<file path="src/rtl/mux_out_skid_64.sv">
`default_nettype none
// ============================================================================
// Module   : mux_out_skid_64
// Brief    : Registered output stage placed after the 64-bit 2:1 mux. It
//            accepts words under a valid/ready handshake and delivers them
//            from a main register, with a skid register behind it so that
//            downstream stalls do not need a combinational ready path.
//            A wrapping counter tracks how many words have been delivered.
// Revision : 1.0 - initial release
// ============================================================================
module mux_out_skid_64 #(
    parameter int WIDTH = 64,
    parameter int CNT_W = 16
) (
    input  logic             clk,
    input  logic             rst_n,
    input  logic [WIDTH-1:0] in_data,
    input  logic             in_valid,
    output logic             in_ready,
    output logic [WIDTH-1:0] out_data,
    output logic             out_valid,
    input  logic             out_ready,
    output logic [CNT_W-1:0] xfer_cnt
);

    // 2'b01 is deliberately left unused; landing there recovers to EMPTY.
    typedef enum logic [1:0] {
        ST_EMPTY = 2'b00,
        ST_ONE   = 2'b10,
        ST_TWO   = 2'b11
    } state_t;

    localparam logic [CNT_W-1:0] c_cnt_one = {{(CNT_W-1){1'b0}}, 1'b1};

    state_t           r_state;
    state_t           w_state_nxt;
    logic [WIDTH-1:0] r_main;
    logic [WIDTH-1:0] r_skid;
    logic             r_in_ready;
    logic             r_out_valid;
    logic [CNT_W-1:0] r_xfer_cnt;

    logic             w_accept;
    logic             w_deliver;
    logic             w_main_from_in;
    logic             w_main_from_skid;
    logic             w_skid_load;
    logic             w_in_ready_nxt;
    logic             w_out_valid_nxt;

    // Handshake qualifiers; both ready/valid come straight from flops.
    assign w_accept  = in_valid & r_in_ready;
    assign w_deliver = r_out_valid & out_ready;

    // Next-state decode and data-steering selects for the two storage slots.
    always_comb begin
        w_state_nxt      = r_state;
        w_main_from_in   = 1'b0;
        w_main_from_skid = 1'b0;
        w_skid_load      = 1'b0;
        case (r_state)
            ST_EMPTY: begin
                if (w_accept) begin
                    w_main_from_in = 1'b1;
                    w_state_nxt    = ST_ONE;
                end
            end
            ST_ONE: begin
                if (w_accept && w_deliver) begin
                    w_main_from_in = 1'b1;
                end else if (w_accept) begin
                    w_skid_load = 1'b1;
                    w_state_nxt = ST_TWO;
                end else if (w_deliver) begin
                    w_state_nxt = ST_EMPTY;
                end
            end
            ST_TWO: begin
                if (w_deliver) begin
                    w_main_from_skid = 1'b1;
                    w_state_nxt      = ST_ONE;
                end
            end
            default: begin
                w_state_nxt = ST_EMPTY;
            end
        endcase
    end

    // Ready/valid flags are precomputed from the next state so they leave flops.
    always_comb begin
        w_in_ready_nxt  = (w_state_nxt != ST_TWO);
        w_out_valid_nxt = (w_state_nxt != ST_EMPTY);
    end

    // Control state and handshake flags.
    always_ff @(posedge clk or negedge rst_n) begin
        if (!rst_n) begin
            r_state     <= ST_EMPTY;
            r_in_ready  <= 1'b1;
            r_out_valid <= 1'b0;
        end else begin
            r_state     <= w_state_nxt;
            r_in_ready  <= w_in_ready_nxt;
            r_out_valid <= w_out_valid_nxt;
        end
    end

    // Main and skid data registers; in_data is only sampled on an accept.
    always_ff @(posedge clk or negedge rst_n) begin
        if (!rst_n) begin
            r_main <= '0;
            r_skid <= '0;
        end else begin
            if (w_main_from_in) begin
                r_main <= in_data;
            end else if (w_main_from_skid) begin
                r_main <= r_skid;
            end
            if (w_skid_load) begin
                r_skid <= in_data;
            end
        end
    end

    // Delivered-word counter, wraps silently.
    always_ff @(posedge clk or negedge rst_n) begin
        if (!rst_n) begin
            r_xfer_cnt <= '0;
        end else if (w_deliver) begin
            r_xfer_cnt <= r_xfer_cnt + c_cnt_one;
        end
    end

    assign in_ready  = r_in_ready;
    assign out_valid = r_out_valid;
    assign out_data  = r_main;
    assign xfer_cnt  = r_xfer_cnt;

endmodule
`default_nettype wire

</file>
<file path="config.mk">
export PLATFORM = sky130hd
export DESIGN_NAME = mux_out_skid_64
export DESIGN_NICKNAME = d
export VERILOG_FILES = /design/src/rtl/mux_out_skid_64.sv
export SDC_FILE = /design/constraint.sdc
export NUM_CORES = 1
export LEC_CHECK = 0
export CAP_MARGIN = 20
export CORE_AREA = 2 2 162 85
export DETAILED_ROUTE_END_ITERATION = 10
export DIE_AREA = 0 0 164 87
export PLACE_DENSITY_LB_ADDON = 0.3
export SLEW_MARGIN = 40
export SYNTH_ARGS = -nofsm -noshare
export SYNTH_HDL_FRONTEND = slang
export SYNTH_SLANG_ARGS = --single-unit
export TNS_END_PERCENT = 20
</file>
<file path="constraint.sdc">
create_clock -name clk -period 4.07 [get_ports clk]
set_input_delay 0.814 -clock clk [delete_from_list [all_inputs] [get_ports clk]]
set_output_delay 0.814 -clock clk [all_outputs]
set_load 0.01 [all_outputs]
</file>
==> results.py, run 1 <==
metrics = {
    "status": {
        "status": "completed",
    },
    "hold_path": {
        "hp-class": "in2async",
    },
    "die": {
        "fp-row-count": 30,
        "io_pins": 150,
        "core_um2": 13000,
        "start_util_pct": 53.2,
        "die-area_um2": 14300,
        "die_y_um": 87,
        "dieWidth_um": 164,
    },
    "place": {
        "gp_congestion": 0.808,
        "port-buffer-count": 149,
        "detailed_place_hpwl_mm": 10.9,
        "place_ws_ps": 1120,
    },
    "cts": {
        "root_buffer": "clkbuf_16",
        "ctsResizeCount": 0,
        "cts_tree": "built",
        "clkLatencyLatePin_ps": 420,
        "clock-sinks": 148,
        "postCtsSetupBuffers": 0,
        "htree_levels": 4,
        "numCtsBuffers": 17,
        "clockBufferDepth": 2,
        "clk_pin_slew_ps": 60,
        "cts_hold_buf": 0,
    },
    "global_route": {
        "antenna_found_initial": 1,
        "grt_overflow": 0,
        "grt_pass1_vias": 5205,
        "grt_max_degree": 87,
        "grtUsageTotal_pct": 24.9,
        "grt_pass1_wl_mm": 27.0,
    },
    "drt": {
        "avgViaCountPerCell": 5.69,
        "via_count": 5061,
        "top_layer": "met4",
        "dr.pass1.iters": 4,
        "wl_met3_mm": 1.13,
        "met2_length_mm": 7.71,
        "routed_wl_mm": 17.1,
        "ant_nets": 0,
        "dr.first_iter.drc_count": 418,
        "avgRoutedWirePerCell_um": 19.2,
        "drc_errors": 0,
        "met1_length_mm": 8.08,
    },
    "sta": {
        "setup_violations": 0,
        "whs_ps": 421,
        "finalSetupTns_ps": 0,
        "slew_viol_final": 0,
        "timing.final.crit_period_ps": 2550,
        "relSlewSlack_pct": 53.5,
        "setup_ws_ps": 1520,
        "fmax_mhz": 392,
        "finClkSkew_ps": 9.96,
        "rsz0062_at_grt": "no",
        "tightestPinTransition_ps": 697,
        "final_hold_viol_count": 0,
        "layout_worst_path_cycle_share_pct": 62.7,
    },
    "logic_synthesis": {
        "synth_edf_count": 0,
        "synth_top_area_share_pct": 53.1,
        "syn_nets": 631,
        "ys_top_cells_by_area": "dfrtp_1 53%, mux2_4 13%, o31ai_2 11%",
        "synth-seq-area-share_pct": 53.5,
        "ys_ff_latch": 148,
        "synthCells": 562,
        "synth_area_um2": 6930,
        "post-synth-top-area-cell": "dfrtp_1",
        "syn_avg_cell_area_um2": 12.3,
        "yosys-top-cells-count": "147 x dfrtp_1, 70 x nand2_1, 67 x nor2_1",
        "ys_async_sr_fraction_pct": 100,
        "yosys_warnings": 0,
        "ys_types": 32,
        "synth_most_common_cell": "dfrtp_1",
        "synth_top_flop_cell": "dfrtp_1",
    },
    "critical_path": {
        "worst_setup_path_end_kind": "flip-flop",
        "worstPathMaxFanout": 44,
        "cp.arrival_ps": 2820,
        "start_kind": "flip-flop",
        "required_ps": 4340,
        "worst-setup-path-type": "reg2reg",
    },
    "power_and_ir_drop": {
        "leakagePower_nw": 3.99,
        "ir_drop_mv": 0.381,
        "power_density_nw_per_um2": 856,
        "p_total_mw": 7.76,
    },
    "cells_and_area": {
        "finalNetCount": 769,
        "final_util_pct": 69.6,
        "drive_above_1_share_pct": 25.0,
        "nFillCells": 886,
        "area_growth_pct": 30.9,
    },
    "job": {
        "drv_cap": 0,
    },
}
-- per-layer routing --
| layer | up-vias | global-route usage, % |
|---|---|---|
| li1 | 2246 | - |
| met1 | 2621 | 35.9 |
| met2 | 180 | 37.1 |
| met3 | 14 | 6.04 |
| met4 | 0 | 8.45 |
| met5 | - | 0 |
-- critical path, stage by stage (launching register included) --
cell,delay [ps]
dfrtp_2,750
buf_4,580
nor2_1,220
nor2_4,150
buf_4,490
o31ai_1,170
-- worst paths after layout --
kind | start | to | slack, ps | cells past startpoint
max | r_state[0]$_DFF_PN0_ | out_data[38]$_DFFE_PN0P_ | 1520 | 5
min reg2reg | xfer_cnt[15]$_DFFE_PN0P_ | xfer_cnt[15]$_DFFE_PN0P_ | 480 | 1
min | rst_n | out_data[47]$_DFFE_PN0P_ | 420 | 1
max reg2reg | r_state[0]$_DFF_PN0_ | out_data[38]$_DFFE_PN0P_ | 1520 | 5
max in group asynchronous | rst_n | r_skid[38]$_DFFE_PN0P_ | 2810 | 2
min in group clk | xfer_cnt[15]$_DFFE_PN0P_ | xfer_cnt[15]$_DFFE_PN0P_ | 480 | 1
-- placed cells by master, fill, tap and decap left out, drive strengths merged --
master         count
clkdlybuf4s50    148
dfrtp            147
nand2             71
nor2              68
mux2              65
a21oi             64
o31ai             64
clkbuf            21
xnor2             14
buf               10
nand3              7
clkinv             5
and4               4
o21ai              3
nand4              3
bufinv             3
clkinvlp           3
and3               3
inv                2
diode              1
and2               1
or2                1
a211oi             1
o22ai              1
or3                1
xor2               1
ha                 1
dfstp              1
-- power breakdown --
group	switching (mW)	total, mW	internal [mW]
clock	0.623	1.62	0.997
combinational	1.75	3.51	1.77
sequential	0.478	2.63	2.15
total	2.85	7.76	4.91
-- metrics by stage --
step	cell area [um^2]	std cells
6_report	9070	890
5_1_grt	9060	889
2_1_floorplan	6930	562
3_5_place_dp	8450	857
4_1_cts	9060	889
3_3_place_gp	8450	857
-- sequential cells by signal, indices dropped and copies added, names as in the netlist --
name and count:
r_state 2, in_ready 1, r_skid 64, out_data 64, xfer_cnt 16, out_valid 1
-- final cells by class --
type,instances,area (um^2),area share (%)
sequential,148,3710,40.9
multi-input combinational,373,2930,32.3
inverter,1,3.75,0.0414
tap,176,220,2.43
antenna,1,2.50,0.0276
clock buffer,20,457,5.04
clock inverter,12,154,1.70
timing repair buffer,159,1600,17.6
-- logic make-up after synthesis --
| kind of cell | count (synthesis) | share of synthesized area, % |
|---|---|---|
| multiplexers | 65 | 13.8 |
| AND/OR/NAND/NOR | 159 | 9.53 |
| adder cells (fa/ha/maj) | 1 | 0.181 |
| buffers and inverters | 41 | 4.53 |
| AO/OA/AOI/OAI | 133 | 16.6 |
| flip-flops | 148 | 53.5 |
| XOR/XNOR | 15 | 1.90 |
No activity file was read; power rests on OpenSTA's default activity.
==> run 2: changes to the inputs <==
--- a/config.mk
+++ b/config.mk
@@ -6,9 +6,9 @@
 export NUM_CORES = 1
 export LEC_CHECK = 0
 export CAP_MARGIN = 20
-export CORE_AREA = 2 2 162 85
+export CORE_AREA = 2 2 177 92
 export DETAILED_ROUTE_END_ITERATION = 10
-export DIE_AREA = 0 0 164 87
+export DIE_AREA = 0 0 179 94
 export PLACE_DENSITY_LB_ADDON = 0.3
 export SLEW_MARGIN = 40
 export SYNTH_ARGS = -nofsm -noshare
==> constraint.sdc (replaced) <==
create_clock -name clk -period 2.3 [get_ports clk]
set_input_delay 0.46 -clock clk [delete_from_list [all_inputs] [get_ports clk]]
set_output_delay 0.46 -clock clk [all_outputs]
set_load 0.01 [all_outputs]
==> run 2 against run 1 <==
Count of clock-buffer cells in the layout fell by 2. Cell count up 3.8%. Final area rose by 2.0%. Clock power up 73%. Combinational power is 82% higher. Clock skew barely moved. Hold slack got worse by 420 ps. Die area increased by 18%. Critical path depth fell by 4. Highest routed layer unchanged.
==> results.py, run 2 (synthesized netlist as in run 1, its figures left out) <==
metrics = {
    "status": {
        "status": "completed",
    },
    "cts": {
        "ctsResizeCount": 0,
        "postCtsSetupBuffers": 0,
        "numCtsBuffers": 17,
        "clock-sinks": 148,
        "htree_levels": 4,
        "root_buffer": "clkbuf_16",
        "clockBufferDepth": 2,
        "cts_tree": "built",
        "clkLatencyLatePin_ps": 400,
        "cts_hold_buf": 0,
        "clk_pin_slew_ps": 60,
    },
    "drt": {
        "avgRoutedWirePerCell_um": 17.5,
        "via_count": 4804,
        "drc_errors": 0,
        "avgViaCountPerCell": 5.20,
        "dr.first_iter.drc_count": 207,
        "routed_wl_mm": 16.2,
        "dr.pass1.iters": 4,
        "ant_nets": 0,
    },
    "critical_path": {
        "worst_setup_path_end_kind": "primary output",
        "cp.depth": 1,
        "critPathTopFamily": "flip-flops",
        "start_kind": "flip-flop",
        "cp.arrival_ps": 1500,
        "worst-setup-path-type": "reg2out",
        "path_buf_inv": 1,
        "r2r_cells": 4,
        "path_cells": "clkdlybuf4s50_1",
        "worstPathMaxFanout": 3,
        "slowest_stage": "dfstp_2",
        "required_ps": 1840,
        "slowest_delay_ps": 550,
    },
    "cells_and_area": {
        "diodes": 0,
        "final_cells": 924,
        "finalNetCount": 777,
        "fin_area_um2": 9250,
        "layout_commonest_cell": "clkdlybuf4s50_1",
        "area_growth_pct": 33.4,
        "drive_above_1_share_pct": 25.8,
        "final_util_pct": 60.9,
        "mostFrequentLayoutCells": "148 x clkdlybuf4s50_1, 146 x dfrtp_1, 70 x nand2_1, 67 x nor2_1, 64 x a21oi_1",
    },
    "global_route": {
        "grt_pass1_wl_mm": 26.1,
        "antenna_found_initial": 0,
        "grt_max_degree": 50,
        "grt_pass1_vias": 5074,
        "grtUsageTotal_pct": 20.1,
        "grt_overflow": 0,
    },
    "sta": {
        "tightestPinTransition_ps": 498,
        "timing.final.crit_period_ps": 1960,
        "setup_ws_ps": 339,
        "setup_violations": 0,
        "finalSetupTns_ps": 0,
        "rsz0062_at_grt": "no",
        "finClkSkew_ps": 10.3,
        "final_hold_viol_count": 0,
        "slew_viol_final": 0,
        "whs_ps": 0.0153,
        "relSlewSlack_pct": 66.8,
        "layout_worst_path_cycle_share_pct": 85.3,
        "fmax_mhz": 510,
    },
    "place": {
        "placed_cells_incl_taps": 893,
        "detailed_place_hpwl_mm": 10.6,
        "placed_area_um2": 8650,
        "place_ws_ps": 67.1,
        "port-buffer-count": 149,
        "gp_congestion": 0.772,
    },
    "die": {
        "io_pins": 150,
        "die_y_um": 94,
        "start_util_pct": 45.7,
        "dieWidth_um": 179,
        "fp-row-count": 32,
        "core_um2": 15200,
        "die-area_um2": 16800,
    },
    "power_and_ir_drop": {
        "power_density_nw_per_um2": 1490,
        "ir_drop_mv": 0.909,
        "p_total_mw": 13.8,
        "leakagePower_nw": 4.07,
    },
    "hold_path": {
        "hp-class": "in2async",
    },
    "job": {
        "drv_cap": 0,
    },
}
-- run 2: final timing paths --
path / to / start / slack, ps
setup / recovery: in_ready / in_ready$_DFF_PN1_ / 340
hold / removal: out_data[3]$_DFFE_PN0P_ / rst_n / 0.02
setup reg to reg: r_skid[13]$_DFFE_PN0P_ / in_ready$_DFF_PN1_ / 520
hold reg to reg: xfer_cnt[15]$_DFFE_PN0P_ / xfer_cnt[15]$_DFFE_PN0P_ / 470
max in group asynchronous: out_data[1]$_DFFE_PN0P_ / rst_n / 1620
min in group clk: xfer_cnt[15]$_DFFE_PN0P_ / xfer_cnt[15]$_DFFE_PN0P_ / 470
-- run 2: metal layers --
layer  up-vias  routed length (um)  GRT usage (%)
met5         -                   0              0
met3        10                 509           3.84
met4         0                 108           4.67
met2        84                7900           33.8
li1       2257                   -              -
met1      2453                7670           27.0
-- run 2: final cells by class --
cell class / instances / area (um^2)
Fill cell: 1225 / 5930
Clock buffer: 18 / 439
Sequential cell: 148 / 3710
Multi-Input combinational cell: 373 / 2930
Tap cell: 204 / 255
Inverter: 1 / 3.75
Clock inverter: 13 / 160
Timing Repair Buffer: 167 / 1750
-- run 2: report_power, final --
| group | switching, mW | total (mW) | internal [mW] |
|---|---|---|---|
| sequential | 0.787 | 4.59 | 3.80 |
| combinational | 3.07 | 6.40 | 3.33 |
| clock | 1.08 | 2.80 | 1.73 |
